## src/rtl/alu_seq_nbit.sv

```systemverilog
// alu_seq_nbit: registered N-bit ALU with valid/ready handshakes on both sides.
// Sixteen opcodes, a stored carry for multi-word ADC/SBB chains, and Z/N/V
// status flags. Opcode 15 is an unsigned shift-add multiply that takes N cycles.
// All other opcodes have 1-cycle latency and can be accepted back to back.
//
// Ports:
//   clk, rst           clock, asynchronous active-high reset
//   in_valid/in_ready  request handshake; a, b, sel sampled on accept
//   out_valid/out_ready  result handshake; results hold while stalled
//   o, o_hi            result (MUL: low/high product halves; o_hi=0 otherwise)
//   co, z, neg, ov     carry/borrow, zero, negative, signed-overflow flags
module alu_seq_nbit #(
  parameter int N  = 4,
  parameter int CW = $clog2(N) + 1
) (
  input  logic         clk,
  input  logic         rst,
  input  logic         in_valid,
  output logic         in_ready,
  input  logic [N-1:0] a,
  input  logic [N-1:0] b,
  input  logic [3:0]   sel,
  output logic         out_valid,
  input  logic         out_ready,
  output logic [N-1:0] o,
  output logic [N-1:0] o_hi,
  output logic         co,
  output logic         z,
  output logic         neg,
  output logic         ov
);

  typedef enum logic {IDLE, BUSY} state_t;

  localparam logic [N:0] ONE = {{N{1'b0}}, 1'b1};

  state_t state, state_nx;

  logic             c_reg;
  logic [CW-1:0]    cnt;
  logic [2*N-1:0]   acc, mcand, acc_step;
  logic [N-1:0]     mplier;

  logic accept, is_mul, last_step, load_single, load_mul;

  assign in_ready    = (state == IDLE) && (!out_valid || out_ready);
  assign accept      = in_valid && in_ready;
  assign is_mul      = (sel == 4'd15);
  assign last_step   = (state == BUSY) && (cnt == CW'(N-1));
  assign load_single = accept && !is_mul;
  assign load_mul    = last_step;

  // One shift-add step: the product of the final step is what gets
  // registered, so the Nth step and the result load share one edge.
  assign acc_step = acc + (mplier[0] ? mcand : '0);

  // ---------------- single-cycle datapath ----------------
  function automatic logic ov_add(input logic sa, input logic sb, input logic sr);
    return (sa == sb) && (sr != sa);
  endfunction

  function automatic logic ov_sub(input logic sa, input logic sb, input logic sr);
    return (sa != sb) && (sr != sa);
  endfunction

  logic [N:0] cin, add_r, sub_r, inr_r, dcr_r, adc_r, sbb_r;
  logic [N-1:0] alu_o;
  logic         alu_co, alu_ov;

  // (N+1)-bit arithmetic; bit N is carry out, or borrow for subtracts.
  assign cin   = {{N{1'b0}}, c_reg};
  assign add_r = {1'b0, a} + {1'b0, b};
  assign sub_r = {1'b0, a} - {1'b0, b};
  assign inr_r = {1'b0, a} + ONE;
  assign dcr_r = {1'b0, b} - ONE;
  assign adc_r = add_r + cin;
  assign sbb_r = sub_r - cin;

  always_comb begin
    alu_o  = '0;
    alu_co = 1'b0;
    alu_ov = 1'b0;
    case (sel)
      4'd0: begin
        {alu_co, alu_o} = add_r;
        alu_ov = ov_add(a[N-1], b[N-1], add_r[N-1]);
      end
      4'd1: begin
        {alu_co, alu_o} = sub_r;
        alu_ov = ov_sub(a[N-1], b[N-1], sub_r[N-1]);
      end
      4'd2: begin
        {alu_co, alu_o} = inr_r;
        alu_ov = ov_add(a[N-1], 1'b0, inr_r[N-1]);
      end
      4'd3: begin
        {alu_co, alu_o} = dcr_r;
        alu_ov = ov_sub(b[N-1], 1'b0, dcr_r[N-1]);
      end
      4'd4: alu_o = a & b;
      4'd5: alu_o = a | b;
      4'd6: alu_o = a ^ b;
      4'd7: alu_o = ~b;
      4'd8: begin
        {alu_co, alu_o} = adc_r;
        alu_ov = ov_add(a[N-1], b[N-1], adc_r[N-1]);
      end
      4'd9: begin
        {alu_co, alu_o} = sbb_r;
        alu_ov = ov_sub(a[N-1], b[N-1], sbb_r[N-1]);
      end
      4'd10: begin
        alu_o  = {a[N-2:0], 1'b0};
        alu_co = a[N-1];
      end
      4'd11: begin
        alu_o  = {1'b0, a[N-1:1]};
        alu_co = a[0];
      end
      4'd12: begin
        alu_o  = {a[N-1], a[N-1:1]};
        alu_co = a[0];
      end
      4'd13: begin
        alu_o  = {a[N-2:0], a[N-1]};
        alu_co = a[N-1];
      end
      4'd14: begin
        // Compare: borrow/overflow of a-b, but o passes a through, so z/neg
        // describe a rather than the difference.
        alu_o  = a;
        alu_co = sub_r[N];
        alu_ov = ov_sub(a[N-1], b[N-1], sub_r[N-1]);
      end
      default: ;
    endcase
  end

  // ---------------- multiply FSM ----------------
  always_ff @(posedge clk or posedge rst) begin
    if (rst) state <= IDLE;
    else     state <= state_nx;
  end

  always_comb begin
    state_nx = state;
    case (state)
      IDLE: if (accept && is_mul) state_nx = BUSY;
      BUSY: if (last_step)        state_nx = IDLE;
      default: state_nx = IDLE;
    endcase
  end

  always_ff @(posedge clk or posedge rst) begin
    if (rst) begin
      acc    <= '0;
      mcand  <= '0;
      mplier <= '0;
      cnt    <= '0;
    end else if (accept && is_mul) begin
      acc    <= '0;
      mcand  <= {{N{1'b0}}, a};
      mplier <= b;
      cnt    <= '0;
    end else if (state == BUSY) begin
      acc    <= acc_step;
      mcand  <= mcand << 1;
      mplier <= mplier >> 1;
      cnt    <= cnt + CW'(1);
    end
  end

  // ---------------- result / flag registers ----------------
  always_ff @(posedge clk or posedge rst) begin
    if (rst) begin
      o         <= '0;
      o_hi      <= '0;
      co        <= 1'b0;
      z         <= 1'b0;
      neg       <= 1'b0;
      ov        <= 1'b0;
      c_reg     <= 1'b0;
      out_valid <= 1'b0;
    end else begin
      if (load_single) begin
        o     <= alu_o;
        o_hi  <= '0;
        co    <= alu_co;
        z     <= (alu_o == '0);
        neg   <= alu_o[N-1];
        ov    <= alu_ov;
        c_reg <= alu_co;
      end else if (load_mul) begin
        o     <= acc_step[N-1:0];
        o_hi  <= acc_step[2*N-1:N];
        co    <= 1'b0;
        z     <= (acc_step == '0);
        neg   <= acc_step[2*N-1];
        ov    <= |acc_step[2*N-1:N];
        c_reg <= 1'b0;
      end

      if (load_single || load_mul) out_valid <= 1'b1;
      else if (out_ready)          out_valid <= 1'b0;
    end
  end

endmodule

```

## config.mk

```make
export PLATFORM = sky130hd
export DESIGN_NAME = alu_seq_nbit
export DESIGN_NICKNAME = d
export VERILOG_FILES = /design/src/rtl/alu_seq_nbit.sv
export SDC_FILE = /design/constraint.sdc
export NUM_CORES = 1
export LEC_CHECK = 0
export BUFFER_PORTS_ARGS = -buffer_cell sky130_fd_sc_hd__buf_2
export CAP_MARGIN = 10
export CORE_MARGIN = 10
export CORE_UTILIZATION = 30
export CTS_CLUSTER_DIAMETER = 40
export DETAILED_ROUTE_END_ITERATION = 10
export PLACE_DENSITY = 0.45
export SYNTH_ARGS = -nofsm -noshare
export SYNTH_HDL_FRONTEND = slang
export SYNTH_SLANG_ARGS = --single-unit
```

## constraint.sdc

```tcl
create_clock -name clk -period 2.6 [get_ports clk]
set_input_delay 0.26 -clock clk [delete_from_list [all_inputs] [get_ports clk]]
set_output_delay 0.26 -clock clk [all_outputs]
set_load 0.01 [all_outputs]
```

==> out/summary.json, run 1 <==
{
  "criticalPathCategory": {"value": "primary input to flop"},
  "place_ws": {"value": -0.289, "unit": "ns"},
  "dp_cells": {"value": 576},
  "dr.max_layer_used": {"value": "met4"},
  "post-cts-setup-buffer-count": {"value": 0},
  "mappedNetlistNets": {"value": 438},
  "reg.largest.list": {"value": "acc x8, mcand x8"},
  "timing.hold.worst.class": {"value": "primary input to asynchronous set/reset pin"},
  "worst-endpoint-required": {"value": 2.81, "unit": "ns"},
  "tritoncts": {"value": "built"},
  "grt_remaining_overflow": {"value": 0},
  "maximum_clock_rate": {"value": 0.392, "unit": "GHz"},
  "clock_path_buffers": {"value": 2},
  "cts.clk_slew.worst_paths": {"value": 0.06, "unit": "ns"},
  "drt_iter0_markers": {"value": 251},
  "wl_met3": {"value": 448, "unit": "um"},
  "vdd_drop_max": {"value": 0.372, "unit": "mV"},
  "place.gp.congestion": {"value": 0.879},
  "avgViaCountPerCell": {"value": 5.30},
  "post_layout_nonfiller_instances": {"value": 584},
  "slack_of_the_worst_reg_to_reg_path": {"value": 0.25, "unit": "ns"},
  "finalWorstSetupSlack": {"value": 0.0518, "unit": "ns"},
  "crit_fanout": {"value": 2},
  "grt_start_max_net_pins": {"value": 38},
  "outcome": {"value": "completed"},
  "critPathMaxStageDelay": {"value": 0.50, "unit": "ns"},
  "grt_first_pass_wirelength": {"value": 16.9, "unit": "mm"},
  "area_delta_synth_final": {"value": 19.1, "unit": "%"},
  "n_antenna_cell": {"value": 0},
  "drv.max_cap_violation_count": {"value": 0},
  "timing.final.crit_share": {"value": 0.980},
  "synthesis.area": {"value": 0.00339, "unit": "mm2"},
  "postSynthCellCount": {"value": 390},
  "critical_path_arrival": {"value": 2.76, "unit": "ns"},
  "pin_count": {"value": 30},
  "initial_antenna_violation_count": {"value": 0},
  "post-route-min-period": {"value": 2.55, "unit": "ns"},
  "worstSetupStartpointType": {"value": "primary input"},
  "floorplan.initialDensity": {"value": 0.310},
  "nets": {"value": 491},
  "drc": {"value": 0},
  "routed-via-count": {"value": 3096},
  "die_w": {"value": 126, "unit": "um"},
  "final_hold_viol_count": {"value": 0},
  "rsz0062_at_grt": {"value": "yes"},
  "critical_path.reg2reg.endpoint": {"value": "z"},
  "crit_path_top_delay_cell": {"value": "sky130_fd_sc_hd__fa_1"},
  "via_count_of_the_first_global_routing_pass": {"value": 3081},
  "cts_inserted_buffers": {"value": 5},
  "setup_viol": {"value": 0},
  "tritoncts_num_sinks": {"value": 37},
  "yosys_register_bits": {"value": 37},
  "n_fill_cell": {"value": 1153},
  "synth_edf_count": {"value": 0},
  "ant_nets": {"value": 0},
  "critPathCaptureType": {"value": "flop"},
  "cp_cell_sequence": {"value": "buf_2 -> inv_1 -> ha_1 -> fa_1 -> ha_1 -> nor4bb_1 -> a311o_1 -> a221oi_2 -> o211ai_1 -> or3b_1 -> o21ai_2"},
  "latest_clock_arrival_within_the_worst_skew_pair": {"value": 0.28, "unit": "ns"},
  "clock_tree.htree_level_count": {"value": 2},
  "ys.warnings.count": {"value": 0},
  "cts_root_buf": {"value": "sky130_fd_sc_hd__clkbuf_16"},
  "dr_wl_met2": {"value": 4.77, "unit": "mm"},
  "worstRegToRegCells": {"value": 8},
  "synth_cell_type_count": {"value": 78},
  "wl": {"value": 10.4, "unit": "mm"},
  "die_height": {"value": 126, "unit": "um"},
  "holdWs": {"value": 0.0831, "unit": "ns"},
  "clock-skew-final": {"value": 0.00171, "unit": "ns"},
  "fp.dieArea": {"value": 0.0159, "unit": "mm2"},
  "worst_slew_pin_slew": {"value": 0.656, "unit": "ns"},
  "setup_tns": {"value": 0, "unit": "ns"},
  "yosys_most_used_dff": {"value": "sky130_fd_sc_hd__dfrtp_1"},
  "detailed_placer_s_ending_hpwl": {"value": 8.10, "unit": "mm"},
  "numPortBuffers": {"value": 29},
  "core_area": {"value": 0.0109, "unit": "mm2"},
  "final_layout_size_suffix_gt1_frac": {"value": 0.214},
  "postPlaceCellArea": {"value": 0.00388, "unit": "mm2"},
  "relSlewSlack": {"value": 0.557},
  "max_slew_violations": {"value": 0},
  "grt_util_all_layers": {"value": 0.128},
  "route.layer.met1.wl": {"value": 5.14, "unit": "mm"},
  "avgRoutedWirePerCell": {"value": 17.9, "unit": "um"},
  "critical_path.reg2reg.startpoint": {"value": "c_reg"},
  "total_leakage_power": {"value": 1.94, "unit": "nW"},
  "power_per_cell_area": {"value": 718, "unit": "mW/mm2"},
  "mean_syn_cell_area": {"value": 8.69, "unit": "um2"},
  "drt_pass1_iterations": {"value": 4},
  "critical-path-top-cell-by-count": {"value": "sky130_fd_sc_hd__ha_1"},
  "synth.yosys.seq_area_share": {"value": 0.273},
  "final_cell_area": {"value": 0.00404, "unit": "mm2"},
  "synth-async-reset-ratio": {"value": 1.00},
  "placementRows": {"value": 38}
}
layer usage:
| layer | up-vias | global-route usage |
|---|---|---|
| met2 | 73 | 0.205 |
| met1 | 1491 | 0.176 |
| met4 | 0 | 0.0308 |
| li1 | 1526 | - |
| met5 | - | 0 |
| met3 | 6 | 0.0180 |
kinds of logic after synthesis:
family | synth area share
mux | 0.0554
simple gates | 0.227
fa+ha+maj | 0.125
buf+inv | 0.0672
compound gates | 0.202
xor+xnor | 0.0506
flops | 0.273
report_power, final:
group	switching, mW	internal, mW
combinational	0.747	0.598
clock	0.243	0.381
sequential	0.140	0.787
total	1.13	1.77
worst max-delay path by stage:
stage / startpoint / end / slack [ns] / depth (start not counted)
6_report: a[0] / z / 0.05 / 11
5_1_grt: a[0] / z / -0.08 / 11
4_1_cts: a[0] / z / 0.01 / 11
3_5_place_dp: a[0] / z / -0.29 / 11
3_3_place_gp: a[0] / z / -0.19 / 11
2_1_floorplan: a[0] / z / 0.07 / 10
placed cells by master, fill, tap and decap left out, types with 6 or more instances in the layout:
master                     instances
sky130_fd_sc_hd__nor2_1           25
sky130_fd_sc_hd__nand3_1          11
sky130_fd_sc_hd__dfrtp_1          36
sky130_fd_sc_hd__xor2_1            7
sky130_fd_sc_hd__o21ai_0          17
sky130_fd_sc_hd__and2_1            8
sky130_fd_sc_hd__nor3_1            8
sky130_fd_sc_hd__xnor2_1          10
sky130_fd_sc_hd__a21oi_1           8
sky130_fd_sc_hd__nand2_1          42
sky130_fd_sc_hd__nand2b_1          6
sky130_fd_sc_hd__buf_2            29
sky130_fd_sc_hd__ha_1             29
sky130_fd_sc_hd__inv_1            24
sky130_fd_sc_hd__buf_4            39
sky130_fd_sc_hd__mux2i_1          15
sky130_fd_sc_hd__a22oi_1           9
metrics by stage:
| step | total power [mW] | util |
|---|---|---|
| finish | 2.90 | 0.369 |
| global route | 3.12 | 0.369 |
| CTS | 2.92 | 0.368 |
| detailed placement | 2.29 | 0.354 |
| global placement | 2.27 | 0.354 |
| floorplan | 1.77 | - |
cell type report:
type	count	area (um2)	area share
Clock buffer	6	139	0.0344
Sequential cell	37	927	0.230
Timing Repair Buffer	68	438	0.108
Multi-Input combinational cell	305	2250	0.556
Inverter	26	97.6	0.0242
Tap cell	140	175	0.0434
Clock inverter	2	13.8	0.00341
cells in the mapped netlist, drive strengths merged (4+ instances only):
master	n	area (um2)
nand2	43	164
dfrtp	37	926
ha	29	363
nor2	26	100
inv	25	93.8
o21ai	18	93.8
mux2i	15	150
buf	14	100
nand3	11	55.1
xnor2	10	87.6
a22oi	9	67.6
and2	9	56.3
nor3	9	45.0
a21oi	8	40.0
clkbuf	8	30.0
xor2	7	61.3
nand2b	6	37.5
a211oi	5	37.5
nor2b	5	38.8
o22ai	5	31.3
a22o	4	35.0
a31oi	4	25.0
nand4	4	25.0
nor3b	4	30.0
critical path, delay by kind of cell:
kind	cells	cell delay, ns
AOI/OAI and AO/OA	4	0.91
buffers and inverters	2	0.14
adders and majority gates	3	1.02
and+or+nand+nor	2	0.43
repair_timing:
action	in CTS	in global routing
hold endpoints to repair	0	0
hold buffers	0	0
resized for setup	0	2
endpoints found under the setup margin	0	2
(Power assumes the default switching activity.)
==> inputs of run 2 (changes only) <==
- CELL_PAD_IN_SITES_DETAIL_PLACEMENT: unset -> 1
- CELL_PAD_IN_SITES_GLOBAL_PLACEMENT: unset -> 1
- PLACE_DENSITY: 0.45 -> 0.56
==> run 2 against run 1 <==
Compared with the run above: first-iteration DRC count up 0.40%; utilization rose by 0.29 points; clock power is 28% higher; sequential share of layout area fell by 0.18 points; clock skew up 0.0043 ns; hold slack improved by 0.0026 ns; register-to-register slack worse by 0.02 ns; via count increased by 1.7%; critical path depth is the same; global-route usage increased by 0.95 points.
==> out/summary.json, run 2 (same netlist as run 1, synthesis figures left out) <==
{
  "placementRows": {"value": 38, "change": "unchanged"},
  "design_power_total": {"value": 3.07, "unit": "mW", "change": "+5.8%"},
  "post-route-min-period": {"value": 2.51, "unit": "ns", "change": "-0.0420 ns"},
  "relSlewSlack": {"value": 0.592, "change": "+0.0346"},
  "drt_iter0_markers": {"value": 252, "change": "+0.40%"},
  "detailed_placer_s_ending_hpwl": {"value": 8.71, "unit": "mm", "change": "+7.6%"},
  "critPathCaptureType": {"value": "flop"},
  "grt_util_all_layers": {"value": 0.137, "change": "+0.00954"},
  "drt_pass1_iterations": {"value": 5, "change": "+1"},
  "routed-via-count": {"value": 3150, "change": "+1.7%"},
  "grt_start_max_net_pins": {"value": 38, "change": "unchanged"},
  "max_slew_violations": {"value": 0, "change": "unchanged"},
  "drc": {"value": 0, "change": "unchanged"},
  "power_per_cell_area": {"value": 754, "unit": "mW/mm2", "change": "+5.0%"},
  "final_cell_area": {"value": 0.00407, "unit": "mm2", "change": "+0.77%"},
  "cp_cell_sequence": {"value": "buf_2 -> inv_1 -> ha_1 -> fa_1 -> ha_1 -> nor4bb_1 -> a311o_1 -> a221oi_2 -> o211ai_1 -> or3b_1 -> o21ai_2"},
  "place.gp.congestion": {"value": 0.849, "change": "-3.4%"},
  "wl": {"value": 11.1, "unit": "mm", "change": "+6.1%"},
  "vdd_drop_max": {"value": 0.584, "unit": "mV", "change": "+57%"},
  "dp_cells": {"value": 574, "change": "-0.35%"},
  "crit_path_top_delay_cell": {"value": "sky130_fd_sc_hd__fa_1"},
  "criticalPathCategory": {"value": "primary input to flop"},
  "ant_nets": {"value": 0, "change": "unchanged"},
  "critical_path_arrival": {"value": 2.72, "unit": "ns", "change": "-0.04 ns"},
  "final_hold_viol_count": {"value": 0, "change": "unchanged"},
  "post_layout_nonfiller_instances": {"value": 582, "change": "-0.34%"},
  "critPathMaxStageDelay": {"value": 0.48, "unit": "ns", "change": "-0.02 ns"},
  "total_leakage_power": {"value": 1.95, "unit": "nW", "change": "+0.40%"},
  "setup_viol": {"value": 0, "change": "unchanged"},
  "clock_path_buffers": {"value": 2, "change": "unchanged"},
  "commonest_non_fill_non_tap_cells_in_the_layout": {"value": "sky130_fd_sc_hd__nand2_1 (42), sky130_fd_sc_hd__buf_4 (37), sky130_fd_sc_hd__dfrtp_1 (36), sky130_fd_sc_hd__ha_1 (29), sky130_fd_sc_hd__buf_2 (29)"},
  "tritoncts_num_sinks": {"value": 37, "change": "unchanged"},
  "numPortBuffers": {"value": 29, "change": "unchanged"},
  "timing.final.crit_share": {"value": 0.964, "change": "-0.0161"},
  "crit_fanout": {"value": 2, "change": "unchanged"},
  "latest_clock_arrival_within_the_worst_skew_pair": {"value": 0.28, "unit": "ns", "change": "about the same"},
  "worst-endpoint-required": {"value": 2.81, "unit": "ns", "change": "about the same"},
  "grt_first_pass_wirelength": {"value": 18.0, "unit": "mm", "change": "+6.7%"},
  "cts_hold_buf": {"value": 0, "change": "unchanged"},
  "finalWorstSetupSlack": {"value": 0.0938, "unit": "ns", "change": "+0.0420 ns"},
  "cts_inserted_buffers": {"value": 5, "change": "unchanged"},
  "avgViaCountPerCell": {"value": 5.41, "change": "+2.1%"},
  "critPathLaunch": {"value": "a[0]"},
  "cts.clk_slew.worst_paths": {"value": 0.06, "unit": "ns", "change": "about the same"},
  "worst_slew_pin_slew": {"value": 0.612, "unit": "ns", "change": "-0.0436 ns"},
  "via_count_of_the_first_global_routing_pass": {"value": 3209, "change": "+4.2%"},
  "postPlaceCellArea": {"value": 0.00386, "unit": "mm2", "change": "-0.39%"},
  "core_area": {"value": 0.0109, "unit": "mm2", "change": "unchanged"},
  "worstSetupStartpointType": {"value": "primary input"},
  "critical_path.reg2reg.startpoint": {"value": "mplier[0]"},
  "nets": {"value": 489, "change": "-0.41%"},
  "maximum_clock_rate": {"value": 0.399, "unit": "GHz", "change": "+1.7%"},
  "place_ws": {"value": -0.237, "unit": "ns", "change": "+0.0521 ns"},
  "cts_root_buf": {"value": "sky130_fd_sc_hd__clkbuf_16"},
  "die_height": {"value": 126, "unit": "um", "change": "unchanged"},
  "drv.max_cap_violation_count": {"value": 0, "change": "unchanged"},
  "final_layout_size_suffix_gt1_frac": {"value": 0.213, "change": "-0.00129"},
  "reg.largest.list": {"value": "acc x8, mcand x8"},
  "timing.hold.worst.class": {"value": "primary input to asynchronous set/reset pin"},
  "outcome": {"value": "completed"},
  "post-cts-setup-buffer-count": {"value": 0, "change": "unchanged"},
  "post_route_utilization": {"value": 0.372, "change": "+0.00286"},
  "cts.repair.resized": {"value": 0, "change": "unchanged"},
  "avgRoutedWirePerCell": {"value": 19.0, "unit": "um", "change": "+6.4%"},
  "pin_count": {"value": 30, "change": "unchanged"},
  "mostFrequentLayoutCell": {"value": "sky130_fd_sc_hd__nand2_1"},
  "area_delta_synth_final": {"value": 20.1, "unit": "%"},
  "fp.dieArea": {"value": 0.0159, "unit": "mm2", "change": "unchanged"},
  "critical-path-top-cell-by-count": {"value": "sky130_fd_sc_hd__ha_1"},
  "die_w": {"value": 126, "unit": "um", "change": "unchanged"},
  "tritoncts": {"value": "built"},
  "floorplan.initialDensity": {"value": 0.310, "change": "unchanged"},
  "initial_antenna_violation_count": {"value": 0, "change": "unchanged"},
  "n_antenna_cell": {"value": 0, "change": "unchanged"},
  "grt_remaining_overflow": {"value": 0, "change": "unchanged"},
  "clock-skew-final": {"value": 0.00603, "unit": "ns", "change": "+0.00433 ns"},
  "clock_tree.htree_level_count": {"value": 2, "change": "unchanged"}
}
-- run 2: cell types whose count changed in the layout (fill, tap and decap cells not counted), sizes merged --
cell    change
buf         -2
clkbuf      -1
clkinv      -2
inv         +1
bufinv      +2
-- run 2: where the power goes --
group / internal [mW] / switching [mW] / total (mW)
Sequential: 0.786 / 0.134 / 0.920
Clock: 0.553 / 0.248 / 0.801
Combinational: 0.580 / 0.764 / 1.34
-- run 2: per-layer routing --
| layer | up-vias | GRT usage | wire length [um] |
|---|---|---|---|
| met5 | - | 0 | 0 |
| met4 | 0 | 0.0388 | 214 |
| met3 | 17 | 0.0185 | 402 |
| met2 | 74 | 0.219 | 5100 |
| met1 | 1545 | 0.188 | 5370 |
| li1 | 1514 | - | - |
-- run 2: path summary, 6_finish.rpt --
| kind | endpoint | slack (ns) | cells after the start |
|---|---|---|---|
| worst min register to register | mplier[2] | 0.48 | 2 |
| worst max register to register | z | 0.23 | 9 |
| max in group asynchronous | mplier[0] | 2.16 | 3 |
| min in group clk | mplier[3] | 0.30 | 3 |
| worst min-delay path | cnt[0] | 0.09 | 3 |
| worst max-delay path | z | 0.09 | 11 |
-- run 2: cell type report --
type | count | area [um2]
repair buffers | 66 | 423
inverters | 26 | 97.6
well taps | 140 | 175
multi-input cells | 305 | 2250
fillers | 1330 | 6870
clock buffers | 5 | 125
clock inverters | 3 | 68.8
flip-flops and latches | 37 | 927
-- run 2: critical path: cells and delay by family --
kind,cells,cell delay [ns]
adder cells (fa/ha/maj),3,1.00
AO/OA/AOI/OAI,4,0.90
AND/OR/NAND/NOR,2,0.43
buffers and inverters,2,0.14
-- run 2: stage by stage --
step / hold slack, ns / setup TNS [ns]
floorplan: 0.377 / 0
global placement: 0.405 / -0.241
detailed placement: 0.410 / -0.433
CTS: 0.106 / 0
global route: 0.145 / -0.0236
finish: 0.0858 / 0
==> inputs of run 3 (changes only) <==
- CORE_UTILIZATION: 30 -> 46
- PLACE_DENSITY: 0.56 -> 0.8
==> run 3 against run 2 <==
Compared with the run above: flip-flop and latch count unchanged; clock power down 48%; non-clock buffer count down 7; combinational power about the same; register-to-register slack worse by 0.07 ns; hold slack worse by 0.0076 ns; die area down 30%; wire length down 1.7%; global-route usage up 5.8 points; largest power group unchanged; first-iteration DRC count up 17%; via count up 3.9%.
==> out/summary.json, run 3 (same netlist as run 1, synthesis figures left out) <==
{
  "outcome": {"value": "completed"},
  "timing.final.crit_share": {"value": 0.969, "change": "+0.00535"},
  "max_slew_violations": {"value": 0, "change": "unchanged"},
  "design_power_total": {"value": 2.69, "unit": "mW", "change": "-12%"},
  "crit_fanout": {"value": 3, "change": "+1"},
  "vdd_drop_max": {"value": 0.221, "unit": "mV", "change": "-62%"},
  "worst-endpoint-required": {"value": 2.82, "unit": "ns", "change": "about the same"},
  "final_hold_viol_count": {"value": 0, "change": "unchanged"},
  "post_layout_nonfiller_instances": {"value": 533, "change": "-8.4%"},
  "placementRows": {"value": 31, "change": "-18%"},
  "tritoncts_num_sinks": {"value": 37, "change": "unchanged"},
  "grt_util_all_layers": {"value": 0.195, "change": "+0.0575"},
  "numPortBuffers": {"value": 29, "change": "unchanged"},
  "dp_cells": {"value": 526, "change": "-8.4%"},
  "relSlewSlack": {"value": 0.598, "change": "+0.00651"},
  "die_w": {"value": 106, "unit": "um", "change": "-16%"},
  "critical_path_arrival": {"value": 2.74, "unit": "ns", "change": "+0.02 ns"},
  "die_height": {"value": 106, "unit": "um", "change": "-16%"},
  "fp.dieArea": {"value": 0.0112, "unit": "mm2", "change": "-30%"},
  "grt_remaining_overflow": {"value": 0, "change": "unchanged"},
  "power_per_cell_area": {"value": 698, "unit": "mW/mm2", "change": "-7.4%"},
  "final_layout_size_suffix_gt1_frac": {"value": 0.198, "change": "-0.0145"},
  "post-route-min-period": {"value": 2.52, "unit": "ns", "change": "+0.0139 ns"},
  "wl": {"value": 10.9, "unit": "mm", "change": "-1.7%"},
  "routed-via-count": {"value": 3274, "change": "+3.9%"},
  "cts_inserted_buffers": {"value": 5, "change": "unchanged"},
  "cts_hold_buf": {"value": 0, "change": "unchanged"},
  "cp_cell_sequence": {"value": "buf_2 -> inv_1 -> ha_1 -> fa_2 -> ha_1 -> nor4bb_1 -> a311o_1 -> a221oi_2 -> o211ai_1 -> or3b_1 -> o21ai_2"},
  "commonest_non_fill_non_tap_cells_in_the_layout": {"value": "sky130_fd_sc_hd__nand2_1 (42), sky130_fd_sc_hd__dfrtp_1 (36), sky130_fd_sc_hd__buf_4 (30), sky130_fd_sc_hd__ha_1 (29), sky130_fd_sc_hd__buf_2 (29)"},
  "n_antenna_cell": {"value": 0, "change": "unchanged"},
  "tritoncts": {"value": "built"},
  "worstSetupStartpointType": {"value": "primary input"},
  "via_count_of_the_first_global_routing_pass": {"value": 3498, "change": "+9.0%"},
  "drt_pass1_iterations": {"value": 5, "change": "unchanged"},
  "criticalPathCategory": {"value": "primary input to flop"},
  "drv.max_cap_violation_count": {"value": 0, "change": "unchanged"},
  "clock_tree.htree_level_count": {"value": 2, "change": "unchanged"},
  "grt_first_pass_wirelength": {"value": 18.0, "unit": "mm", "change": "about the same"},
  "critPathCaptureType": {"value": "flop"},
  "critical-path-top-cell-by-count": {"value": "sky130_fd_sc_hd__ha_1"},
  "place.gp.congestion": {"value": 0.895, "change": "+5.5%"},
  "postPlaceCellArea": {"value": 0.00376, "unit": "mm2", "change": "-2.7%"},
  "total_leakage_power": {"value": 1.87, "unit": "nW", "change": "-4.4%"},
  "detailed_placer_s_ending_hpwl": {"value": 8.49, "unit": "mm", "change": "-2.6%"},
  "grt_start_max_net_pins": {"value": 38, "change": "unchanged"},
  "initial_antenna_violation_count": {"value": 0, "change": "unchanged"},
  "reg.largest.list": {"value": "acc x8, mcand x8"},
  "avgViaCountPerCell": {"value": 6.14, "change": "+13%"},
  "cts.clk_slew.worst_paths": {"value": 0.08, "unit": "ns", "change": "+0.02 ns"},
  "clock_path_buffers": {"value": 2, "change": "unchanged"},
  "mostFrequentLayoutCell": {"value": "sky130_fd_sc_hd__nand2_1"},
  "avgRoutedWirePerCell": {"value": 20.4, "unit": "um", "change": "+7.4%"},
  "critPathMaxStageDelay": {"value": 0.48, "unit": "ns", "change": "about the same"},
  "final_cell_area": {"value": 0.00386, "unit": "mm2", "change": "-5.2%"},
  "latest_clock_arrival_within_the_worst_skew_pair": {"value": 0.29, "unit": "ns", "change": "about the same"},
  "core_area": {"value": 0.00721, "unit": "mm2", "change": "-34%"},
  "nets": {"value": 482, "change": "-1.4%"},
  "worst_slew_pin_slew": {"value": 0.602, "unit": "ns", "change": "-0.00977 ns"},
  "floorplan.initialDensity": {"value": 0.470, "change": "+0.160"},
  "finalWorstSetupSlack": {"value": 0.0799, "unit": "ns", "change": "-0.0139 ns"},
  "drt_iter0_markers": {"value": 295, "change": "+17%"},
  "area_delta_synth_final": {"value": 13.8, "unit": "%"},
  "drc": {"value": 0, "change": "unchanged"},
  "ant_nets": {"value": 0, "change": "unchanged"},
  "rsz0062_at_grt": {"value": "no"},
  "crit_path_top_delay_cell": {"value": "sky130_fd_sc_hd__fa_2"},
  "place_ws": {"value": -0.243, "unit": "ns", "change": "-0.00628 ns"},
  "cts_root_buf": {"value": "sky130_fd_sc_hd__clkbuf_8"},
  "timing.hold.worst.class": {"value": "primary input to asynchronous set/reset pin"},
  "clock-skew-final": {"value": 0.0115, "unit": "ns", "change": "+0.00546 ns"},
  "setup_viol": {"value": 0, "change": "unchanged"},
  "n_fill_cell": {"value": 914, "change": "-31%"},
  "maximum_clock_rate": {"value": 0.397, "unit": "GHz", "change": "-0.55%"},
  "pin_count": {"value": 30, "change": "unchanged"}
}
==> run 3: cell types whose count changed in the layout (fill, tap and decap cells not counted), sizes merged <==
cell,before,now
bufinv,2,0
inv,26,25
clkinvlp,0,1
buf,66,59
clkbuf,5,6
==> run 3: area by class of cell <==
type	count	area (um2)	area share
flip-flops and latches	37	927	0.240
multi-input cells	305	2250	0.583
inverters	26	97.6	0.0253
clock buffers	6	82.6	0.0214
well taps	99	124	0.0321
repair buffers	59	370	0.0960
clock inverters	1	7.51	0.00195
==> run 3: timing repair <==
| action | CTS | global route |
|---|---|---|
| endpoints found under the setup margin | 0 | 2 |
| gates resized for setup | 0 | 3 |
| setup buffers | 0 | 0 |
==> run 3: where the power goes <==
group          internal [mW]  total (mW)  switching (mW)
clock                  0.210       0.420           0.211
combinational          0.572        1.35           0.773
sequential             0.785       0.926           0.141
total                   1.57        2.69            1.12
==> run 3: worst max-delay path, delay by kind of cell <==
family	cells	cell delay (ns)
adder cells (fa/ha/maj)	3	0.97
AND/OR/NAND/NOR	2	0.44
buffers and inverters	2	0.17
AO/OA/AOI/OAI	4	0.90
==> run 3: worst paths after layout <==
path	startpoint	depth (start not counted)	slack [ns]	endpoint
worst max-delay path	a[0]	11	0.08	z
worst min-delay path	rst	3	0.08	mcand[3]
worst max register to register	mplier[0]	10	0.16	ov
worst min register to register	mplier[2]	2	0.49	mplier[2]
max in group asynchronous	rst	3	2.17	o[3]
min in group clk	b[3]	3	0.31	mplier[3]
==> run 3: routing by layer <==
metal  track usage  vias to the layer above  routed length [um]
met1         0.244                     1613                4810
met2         0.312                      116                5010
met3        0.0408                       38                 643
met4        0.0938                        0                 438
met5             0                        -                   0
li1              -                     1507                   -
==> run 3: stage by stage <==
step	hold WS (ns)	TNS, ns	utilization
floorplan	0.377	0	-
global placement	0.388	-0.245	0.521
detailed placement	0.415	-0.398	0.521
CTS	0.101	0	0.533
global route	0.109	0	0.535
finish	0.0781	0	0.535
